`config.mk`:
```
export PLATFORM = sky130hd
export DESIGN_NAME = pipereg_flow
export DESIGN_NICKNAME = d
export VERILOG_FILES = /design/src/rtl/pipereg_pkg.sv /design/src/rtl/pipereg_flow_stage.sv /design/src/rtl/pipereg_flow.sv
export SDC_FILE = /design/constraint.sdc
export NUM_CORES = 1
export LEC_CHECK = 0
export BUFFER_PORTS_ARGS = -buffer_cell sky130_fd_sc_hd__buf_4
export CORE_UTILIZATION = 30
export DETAILED_ROUTE_END_ITERATION = 10
export MAX_ROUTING_LAYER = met4
export PLACE_DENSITY = 0.59
export SYNTH_ARGS = -nofsm -noshare
export SYNTH_HDL_FRONTEND = slang
export SYNTH_HIERARCHICAL = 1
export SYNTH_SLANG_ARGS = --single-unit
```
`constraint.sdc`:
```
create_clock -name clk -period 1.9 [get_ports clk]
set_input_delay 0.38 -clock clk [delete_from_list [all_inputs] [get_ports clk]]
set_output_delay 0.38 -clock clk [all_outputs]
set_load 0.005 [all_outputs]
```
`src/rtl/pipereg_pkg.sv`:
```
// -----------------------------------------------------------------------------
// pipereg_pkg
// Shared definitions for the pipereg_flow register chain.
//   PIPE_COLLAPSE / PIPE_GLOBAL : values for the COLLAPSE parameter.
//   clog2()                     : ceiling log2, used to size the occupancy count.
// -----------------------------------------------------------------------------
package pipereg_pkg;

   localparam int PIPE_COLLAPSE = 1;  // per-stage ready, bubbles squeezed out
   localparam int PIPE_GLOBAL   = 0;  // whole chain stalls with the output stage

   // Number of bits needed to encode values 0 .. value-1.
   function automatic int clog2(input int value);
      int result;
      int remaining;
      result    = 0;
      remaining = value - 1;
      while (remaining > 0) begin
         result++;
         remaining = remaining >> 1;
      end
      return result;
   endfunction

endpackage

```
`src/rtl/pipereg_flow_stage.sv`:
```
// -----------------------------------------------------------------------------
// pipereg_flow_stage
// One register slot of the pipereg_flow chain: a valid bit plus payload.
//   clk, resetn : clock, synchronous active-low reset
//   i_en        : load from the source this edge (otherwise hold)
//   i_kill      : empty the slot this edge, overriding load and hold
//   i_src_v/d   : source entry (the previous stage, or the gated input)
//   o_v, o_d    : current slot contents
// The source data is already zero whenever its valid is low, so the slot keeps
// the "invalid implies zero data" property without gating here.
// -----------------------------------------------------------------------------
module pipereg_flow_stage #(
   parameter int WIDTH = 32
) (
   input  logic             clk,
   input  logic             resetn,
   input  logic             i_en,
   input  logic             i_kill,
   input  logic             i_src_v,
   input  logic [WIDTH-1:0] i_src_d,
   output logic             o_v,
   output logic [WIDTH-1:0] o_d
);

   logic             r_v;
   logic [WIDTH-1:0] r_d;

   // NOTE: non-blocking (<=) so every stage samples its neighbour's pre-edge
   // value; blocking here would let an entry race through several stages.
   always_ff @(posedge clk) begin
      if (!resetn || i_kill) begin
         // NOTE: the payload is cleared along with valid, not just valid:
         // downstream decode reads the data without qualifying it.
         r_v <= 1'b0;
         r_d <= '0;
      end else if (i_en) begin
         r_v <= i_src_v;
         r_d <= i_src_d;
      end
   end

   assign o_v = r_v;
   assign o_d = r_d;

endmodule

```
`src/rtl/pipereg_flow.sv`:
```
// -----------------------------------------------------------------------------
// pipereg_flow
// DEPTH-stage, WIDTH-bit pipeline register chain with valid/ready flow control,
// per-stage squash, flush and optional bubble collapsing.
//   clk, resetn  : clock, synchronous active-low reset
//   in_valid/in_data/in_ready    : upstream handshake into stage 0
//   out_valid/out_data/out_ready : downstream handshake from stage DEPTH-1
//   squash[i]    : empty stage i after this edge (destination slot only)
//   flush        : squash every stage
//   occupancy    : number of valid stages (combinational)
// Squash/flush only act on the registers, never on ready, so there is no
// combinational path from them to any output.
// -----------------------------------------------------------------------------
module pipereg_flow
   import pipereg_pkg::*;
#(
   parameter int WIDTH    = 32,
   parameter int DEPTH    = 3,
   parameter int COLLAPSE = PIPE_COLLAPSE,
   parameter int CNTW     = clog2(DEPTH + 1)
) (
   input  logic             clk,
   input  logic             resetn,
   input  logic             in_valid,
   input  logic [WIDTH-1:0] in_data,
   output logic             in_ready,
   output logic             out_valid,
   output logic [WIDTH-1:0] out_data,
   input  logic             out_ready,
   input  logic [DEPTH-1:0] squash,
   input  logic             flush,
   output logic [CNTW-1:0]  occupancy
);

   localparam bit MODE_COLLAPSE = (COLLAPSE == PIPE_COLLAPSE);

   logic [DEPTH-1:0] w_v;
   logic [DEPTH-1:0] w_rdy;
   logic [DEPTH-1:0] w_src_v;
   logic [DEPTH-1:0] w_kill;
   logic [WIDTH-1:0] w_d     [DEPTH];
   logic [WIDTH-1:0] w_src_d [DEPTH];
   logic             w_tail_full;

   // Ready chain. The recursive form rdy[i] = !v[i] | rdy[i+1] is unrolled to
   // "out_ready, or some stage from i to the output is empty", which reads only
   // the registered valids and so avoids a self-referencing vector.
   // NOTE: every always_comb target gets a default before the loop, so no
   // path leaves it unassigned and no latch is inferred.
   always_comb begin
      w_rdy       = '0;
      w_tail_full = 1'b1;
      for (int i = DEPTH - 1; i >= 0; i--) begin
         w_tail_full = w_tail_full & w_v[i];
         if (MODE_COLLAPSE) begin
            w_rdy[i] = out_ready | !w_tail_full;
         end else begin
            w_rdy[i] = out_ready | !w_v[DEPTH-1];
         end
      end
   end

   for (genvar i = 0; i < DEPTH; i++) begin : g_stage
      if (i == 0) begin : g_head
         // Gate the payload so an invalid input never lands non-zero data.
         assign w_src_v[i] = in_valid;
         assign w_src_d[i] = in_valid ? in_data : '0;
      end else begin : g_body
         assign w_src_v[i] = w_v[i-1];
         assign w_src_d[i] = w_d[i-1];
      end

      assign w_kill[i] = squash[i] | flush;

      pipereg_flow_stage #(
         .WIDTH(WIDTH)
      ) u_stage (
         .clk     (clk),
         .resetn  (resetn),
         .i_en    (w_rdy[i]),
         .i_kill  (w_kill[i]),
         .i_src_v (w_src_v[i]),
         .i_src_d (w_src_d[i]),
         .o_v     (w_v[i]),
         .o_d     (w_d[i])
      );
   end

   assign in_ready  = w_rdy[0];
   assign out_valid = w_v[DEPTH-1];
   assign out_data  = w_d[DEPTH-1];

   always_comb begin
      occupancy = '0;
      for (int i = 0; i < DEPTH; i++) begin
         occupancy = occupancy + CNTW'(w_v[i]);
      end
   end

endmodule

```
==> Word level (Yosys, flattened, before mapping) <==
Index checks and enable logic that the tools add are counted.
{ "totals": {"register_bits": 99, "latch_bits": 0, "ram_bits": 0, "mem_bits_ro": 0, "in_bits": 40, "out_inout_bits": 36, "word_cells": 24, "n_memories": 0} }
{ "classes": {"n_addsub": 2, "n_mul": 0, "div": 0, "order_cmp": 0, "eq_ne": 0, "n_shift": 0, "mux": 1, "n_bitwise": 8, "reduce_logical": 7} }
{ "ops": {"columns": ["op", "count"], "rows": [
  ["two-way mux 32 bit", 1],
  ["OR 1 bit", 6],
  ["logical NOT 1 bit", 4],
  ["logical OR 1 bit", 3],
  ["adder 1 x 1 -> 2 bit", 1],
  ["adder 2 x 1 -> 2 bit", 1],
  ["bitwise AND 1 bit", 2]
]} }

==> Longest topological paths before layout <==
Gate-level depths: netlist of the first run.
{ "logic_depth": {"depth_word": 4, "depth_mapped": 5, "mapped_depth_nobuf": 3} }

==> By module <==
The synthesis of the first run kept the hierarchy.
{ "modules_own_cells": {"columns": ["mod", "n_inst", "cells_each", "area_each_um2", "seq_area_each_um2"], "rows": [
  ["pipereg_flow_stage", 3, 108, 1212.4, 660.6],
  ["pipereg_flow", 1, 42, 316.6, 0.0]
]} }

==> Worst setup path after synthesis of the first run <==
Ideal clock, no wire load.
{ "synth_timing": {"kind": "register to output", "from": "reg g_stage[2].u_stage.r_v", "to": "out occupancy[0]", "arrival_time_ns": 0.901, "required_ns": 1.520, "slack_ns": 0.619, "path_stages_with_launch": 2, "path_buffers": 0, "path_cell_list": "dfxtp_1 -> fa_1"} }
{ "synth_between": {"elab_chain_cells": 1} }
{ "synth_rtl": {"columns": ["item", "line", "text"], "rows": [
  ["start, declared", "pipereg_flow_stage.sv:25", "logic r_v;"],
  ["start signal, assigned", "pipereg_flow_stage.sv:37", "r_v <= i_src_v;"],
  ["adder 2 x 1 -> 2 bit", "pipereg_flow.sv:96", "occupancy = occupancy + CNTW'(w_v[i]);"],
  ["end, declared", "pipereg_flow.sv:32", "output logic [CNTW-1:0] occupancy"]
]} }
Every way passes these cells.

==> Worst setup path after layout of the first run <==
Same ends and word-level chain as after synthesis.

==> summary.md, run 1 <==
| Metric | Value |
|---|---|
| Outcome | `finished clean` |
| Initial antenna violation count | `0` |
| Slew HR | `72.6%` |
| Final setup TNS | `0 ns` |
| Chip Width | `117 um` |
| Final ANT Viol Nets | `0` |
| CTS max path bufs | `2` |
| Kind of end point of the critical path | `primary output` |
| Fin nets | `476` |
| EDFF count, synth | `0` |
| CP max FO | `6` |
| Tcrit/Tclk final | `94.2%` |
| Post-Syn Area | `0.00395 mm2` |
| Hold Slack | `0.401 ns` |
| FF-to-FF Start | `g_stage[2].u_stage/o_v$_SDFFE_PP0P_` |
| Flop-to-flop setup slack | `0.47 ns` |
| Total power | `0.00431 W` |
| Leakage | `2.59 nW` |
| Worst r2r dst | `g_stage[0].u_stage/o_d[18]$_SDFFE_PP0P_` |
| Vias in the first global route | `2,602` |
| Cts bufs inserted | `9` |
| Largest net degree at the start of global routing | `34` |
| RSZ-0062 raised after global routing | `no` |
| Worst Setup SP | `g_stage[2].u_stage/o_v$_SDFFE_PP0P_` |
| GPL Wtd Cong | `0.737` |
| Hold Violations, Final | `0` |
| Clk Latency, worst-skew pair | `0.34 ns` |
| Fmax | `558 MHz` |
| Share of cells above drive strength 1 | `31.8%` |
| Slew @ Worst Pin | `0.410 ns` |
| FF-to-FF path depth | `4` |
| WL/cell | `13.5 um` |
| Hold crit path type | `in2reg` |
| Mapped Nets | `407` |
| Maximum vdd ir drop | `0.442 mV` |
| Commonest cells post-synth | `dfxtp_1, mux2i_1, nor2_1` |
| I/O pin count | `76` |
| Layout area overhead | `24.0%` |
| CTS sink cnt | `99` |
| Final WS setup | `0.109 ns` |
| Req. time, crit path | `1.52 ns` |
| TritonCTS clock tree | `yes` |
| YS warnings | `6` |
| Slew Viols, Final | `0` |
| Clock Tree Root | `clkbuf_16` |
| Top cell type's share of synthesized area | `50.1%` |
| IO buf count | `75` |
| Wire length of the first global-routing pass | `13,200 um` |
| Post-CTS Setup Bufs | `0` |
| Antenna diode count | `0` |
| Cells after Synth | `366` |
| DRC viols | `0` |
| Startpoint types | `flop` |
| Mean post-synth cell area | `10.8 um2` |
| Routed wire length | `8240 um` |
| Number of max-cap violations | `0` |
| Die Ht | `117 um` |
| Die ar. | `0.0136 mm2` |
| Core area | `0.0127 mm2` |
| Cell Pwr Density | `880 mW/mm2` |
| Drt pass-1 iters | `4` |
| Post-Route Skew | `0.0116 ns` |
| Hold buffer count at cts | `0` |
| Post-synth top area cell | `dfxtp_1` |
| Worst-path clk slew | `0.07 ns` |
| Post_cts resized | `0` |
| Num rows | `41` |
| DR iter-0 viols | `40` |
| Gr usage total | `13.1%` |
| CP Class | `reg2out` |
| H-tree levels | `3` |
| Synth cell types | `13` |
| Fin crit period | `1.79 ns` |
| GR Overflow Total | `0` |
| Via-per-instance ratio | `4.26` |
| Top FF cell, synth | `dfxtp_1` |
| Via count | `2,608` |
| Starting Density | `31.1%` |
| Worst EP arrival | `1.41 ns` |
| Post-DP HPWL | `5470 um` |
| Setup Viol. Count Final | `0` |
| Seq/Total Area, Yosys | `50.1%` |
| Register bit total from synthesis | `99` |
| Ys async rst share | `0%` |
| CP endpoint | `occupancy[0]` |
| Post-Place Setup Slack | `0.388 ns` |
| Area contributors post-synth | `dfxtp_1, mux2i_1, nor2_1, and2_2, buf_12` |
where the power goes:
part	internal, W	switching (W)	total [W]
logic	0.000106	0.0000752	0.000181
registers	0.00209	0.00000811	0.00210
clock network	0.00130	0.000735	0.00203
worst max-delay path, stage by stage (launching register included):
cell	delay [ns]
dfxtp_1	0.37
fa_1	0.59
buf_4	0.12
worst min path at each step:
stage,from,to,slack (ns),cells past startpoint
after detailed placement,g_stage[1].u_stage/o_d[17]$_SDFFE_PP0P_,g_stage[1].u_stage/o_d[17]$_SDFFE_PP0P_,0.48,2
after global placement,g_stage[0].u_stage/o_d[8]$_SDFFE_PP0P_,g_stage[1].u_stage/o_d[8]$_SDFFE_PP0P_,0.47,2
after global routing,in_data[22],g_stage[0].u_stage/o_d[22]$_SDFFE_PP0P_,0.41,4
after floorplan,g_stage[0].u_stage/o_d[0]$_SDFFE_PP0P_,g_stage[0].u_stage/o_d[0]$_SDFFE_PP0P_,0.46,2
after CTS,in_data[20],g_stage[0].u_stage/o_d[20]$_SDFFE_PP0P_,0.39,4
final,in_data[6],g_stage[0].u_stage/o_d[6]$_SDFFE_PP0P_,0.40,4
kinds of logic (layout without fill, tap and decap cells):
logic type    count (synthesis)  count (layout)  share of synthesized area, %
fa+ha+maj                     1               1                         0.506
buf+inv                      27             101                          7.31
flops                        99              99                          50.1
mux                          99              99                          25.1
simple gates                140             140                          17.0
cell usage in the layout (no fill, tap or decap):
cell / count
mux2i_1: 99
nor2_1: 99
dfxtp_1: 99
buf_4: 83
and2_2: 32
clkbuf_16: 9
nand2b_2: 4
clkbuf_8: 4
or2_2: 3
bufinv_16: 2
buf_12: 2
nand4b_1: 1
nand3b_1: 1
fa_1: 1
clkinvlp_4: 1
layout make-up:
cell class | count | area (um2)
Clock inverter | 3 | 67.6
Multi-Input combinational cell | 240 | 1690
Sequential cell | 99 | 1980
Clock buffer | 13 | 280
Tap cell | 172 | 215
Timing Repair Buffer | 85 | 663
Fill cell | 1290 | 7820
routing by layer:
| layer | GRT usage [%] | share of wire, % |
|---|---|---|
| met2 | 21.1 | 47 |
| met1 | 16.1 | 47 |
| met5 | - | 0 |
| met4 | 5.82 | 1.9 |
| met3 | 2.42 | 4.0 |
state kept, by name, indices dropped and copies added (netlist names):
| register | flops |
|---|---|
| g_stage.u_stage/o_d | 96 |
| g_stage.u_stage/o_v | 3 |
through the flow:
stage	cells	area, um2	utilization [%]
after floorplan	366	3950	-
final	612	4900	38.5
after global routing	612	4900	38.5
after CTS	612	4900	38.5
after detailed placement	596	4550	35.8
after global placement	596	4550	35.8
(Power assumes the default switching activity.)
==> inputs of run 2 (changes only) <==
--- a/config.mk
+++ b/config.mk
@@ -8,6 +8,7 @@
 export BUFFER_PORTS_ARGS = -buffer_cell sky130_fd_sc_hd__buf_4
 export CORE_UTILIZATION = 30
 export DETAILED_ROUTE_END_ITERATION = 10
+export GPL_TIMING_DRIVEN = 0
 export MAX_ROUTING_LAYER = met4
 export PLACE_DENSITY = 0.59
 export SYNTH_ARGS = -nofsm -noshare
==> constraint.sdc (replaced) <==
create_clock -name clk -period 2.2 [get_ports clk]
set_input_delay 0.44 -clock clk [delete_from_list [all_inputs] [get_ports clk]]
set_output_delay 0.44 -clock clk [all_outputs]
set_load 0.005 [all_outputs]
==> summary.md, run 2 (synthesis results as in run 1) <==
| Metric | Value |
|---|---|
| Outcome | `finished clean` |
| Crit-path cells | `fa_1, buf_4` |
| Hold crit path type | `in2reg` |
| Kind of end point of the critical path | `primary output` |
| RSZ-0062 raised after global routing | `no` |
| Post-DP HPWL | `5910 um (+8.2%)` |
| Req. time, crit path | `1.76 ns (+0.24 ns)` |
| Cts bufs inserted | `9 (unchanged)` |
| Slew HR | `83.9% (+11 points)` |
| Final setup TNS | `0 ns (unchanged)` |
| Via count | `2,652 (+1.7%)` |
| I/O pin count | `76 (unchanged)` |
| Comb pwr share | `4.5% (+0.3 points)` |
| Cell Pwr Density | `728 mW/mm2 (-17%)` |
| Tcrit/Tclk final | `82.6%` |
| Hold Violations, Final | `0 (unchanged)` |
| DR iter-0 viols | `86 (+110%)` |
| Die ar. | `0.0136 mm2 (unchanged)` |
| Crit path buf inv count | `1 (unchanged)` |
| Max reg flops | `96 (unchanged)` |
| CP Class | `reg2out` |
| Psw | `0.000729 W (-11%)` |
| WL/cell | `13.3 um (-0.91%)` |
| Design Area, Final | `0.00506 mm2 (+3.3%)` |
| Wire length of the first global-routing pass | `13,200 um (+0.68%)` |
| GPL Wtd Cong | `0.738 (about the same)` |
| Core area | `0.0127 mm2 (unchanged)` |
| Vias in the first global route | `2,608 (+0.23%)` |
| Post-Route Skew | `0.00920 ns (-0.00242 ns)` |
| Routed wire length | `8400 um (+1.8%)` |
| Post-Place Setup Slack | `0.612 ns (+0.223 ns)` |
| TritonCTS clock tree | `yes` |
| H-tree levels | `3 (unchanged)` |
| Num rows | `41 (unchanged)` |
| Fin crit period | `1.82 ns` |
| CP max FO | `6 (unchanged)` |
| Chip Width | `117 um (unchanged)` |
| Slew @ Worst Pin | `0.242 ns (-0.168 ns)` |
| Startpoint types | `flop` |
| Worst EP arrival | `1.38 ns (-0.03 ns)` |
| Total power | `0.00368 W (-15%)` |
| Delay-heaviest family, CP | `adder cells` |
| Gr usage total | `13.6% (+0.50 points)` |
| Worst-path clk slew | `0.07 ns (about the same)` |
| Starting Density | `31.1% (unchanged)` |
| Via-per-instance ratio | `4.22 (-1.1%)` |
| Clock Tree Root | `clkbuf_16` |
| Fmax | `550 MHz` |
| Initial antenna violation count | `0 (unchanged)` |
| Fin nets | `493 (+3.6%)` |
| CTS sink cnt | `99 (unchanged)` |
| Largest net degree at the start of global routing | `16 (-53%)` |
| IO buf count | `75 (unchanged)` |
| Drt pass-1 iters | `4 (unchanged)` |
| Slew Viols, Final | `0 (unchanged)` |
| Final ANT Viol Nets | `0 (unchanged)` |
| Die Ht | `117 um (unchanged)` |
| CP max stage delay | `0.55 ns (-0.04 ns)` |
| Most frequent cells in the layout | `mux2i_1, nor2_1, dfxtp_1` |
| Worst path slowest cell | `fa_1` |
| Number of max-cap violations | `0 (unchanged)` |
| CTS max path bufs | `2 (unchanged)` |
| Part of the power in the clock network | `46.4% (-0.7 points)` |
| Layout area overhead | `28.0%` |
| Placed Instance Area | `0.00473 mm2 (+3.9%)` |
| Setup Viol. Count Final | `0 (unchanged)` |
| Sw Share | `19.8% (+0.78 points)` |
| Hold buffer count at cts | `0 (unchanged)` |
| Post-CTS Setup Bufs | `0 (unchanged)` |
| Post_cts resized | `0 (unchanged)` |
| Share of cells above drive strength 1 | `33.3% (+1.4 points)` |
| Sequential share of power | `49.2% (+0.5 points)` |
| Clk Latency, worst-skew pair | `0.34 ns (about the same)` |
| Cell-internal power | `0.00296 W (-15%)` |
| Leakage | `2.68 nW (+3.7%)` |
| DRC viols | `0 (unchanged)` |
| Maximum vdd ir drop | `0.292 mV (-34%)` |
| GR Overflow Total | `0 (unchanged)` |
| Antenna diode count | `0 (unchanged)` |
| Final WS setup | `0.383 ns (+0.273 ns)` |
[run 2: worst paths after layout]
check                                                from  depth (start not counted)  slack, ns                                 endpoint
hold / removal                                   in_valid                          3       0.38      g_stage[0].u_stage/o_v$_SDFFE_PP0P_
setup reg to reg      g_stage[2].u_stage/o_v$_SDFFE_PP0P_                          5       0.92  g_stage[0].u_stage/o_d[10]$_SDFFE_PP0P_
setup / recovery      g_stage[2].u_stage/o_v$_SDFFE_PP0P_                          2       0.38                             occupancy[0]
hold reg to reg   g_stage[2].u_stage/o_d[27]$_SDFFE_PP0P_                          2       0.49  g_stage[2].u_stage/o_d[27]$_SDFFE_PP0P_
[run 2: through the flow]
step	hold WS, ns	utilization, %	instances
after floorplan	0.460	-	366
after global placement	0.472	37.2	613
after detailed placement	0.481	37.2	613
after CTS	0.374	39.8	629
after global routing	0.398	39.8	629
final	0.384	39.8	629
[run 2: power by group through the flow]
stage	combinational [W]	clock [W]	sequential (W)
after floorplan	0.0000855	0	0.00185
final	0.000164	0.00171	0.00181
after global placement	0.000166	0	0.00185
after detailed placement	0.000168	0	0.00185
after CTS	0.000168	0.00177	0.00181
after global routing	0.000182	0.00184	0.00181
[run 2: cell type report]
type / instances / area, um2
Buffer: 27 / 289
Timing Repair Buffer: 75 / 563
Clock inverter: 4 / 72.6
Clock buffer: 12 / 256
Tap cell: 172 / 215
Multi-Input combinational cell: 240 / 1680
Sequential cell: 99 / 1980
Fill cell: 1297 / 7660
[run 2: per-layer routing]
layer	vias up	share of wire, %	track usage, %
li1	1364	-	-
met1	1232	48	16.7
met2	47	47	21.0
met3	9	4.2	3.96
met4	0	1.6	5.57
met5	-	0	-
[run 2: worst register-to-register path: stages (launching register included)]
cell and delay (ns):
dfxtp_1 0.44, nand4b_1 0.17, buf_6 0.19, buf_12 0.16
mux2i_1 0.16, nor2_1 0.05
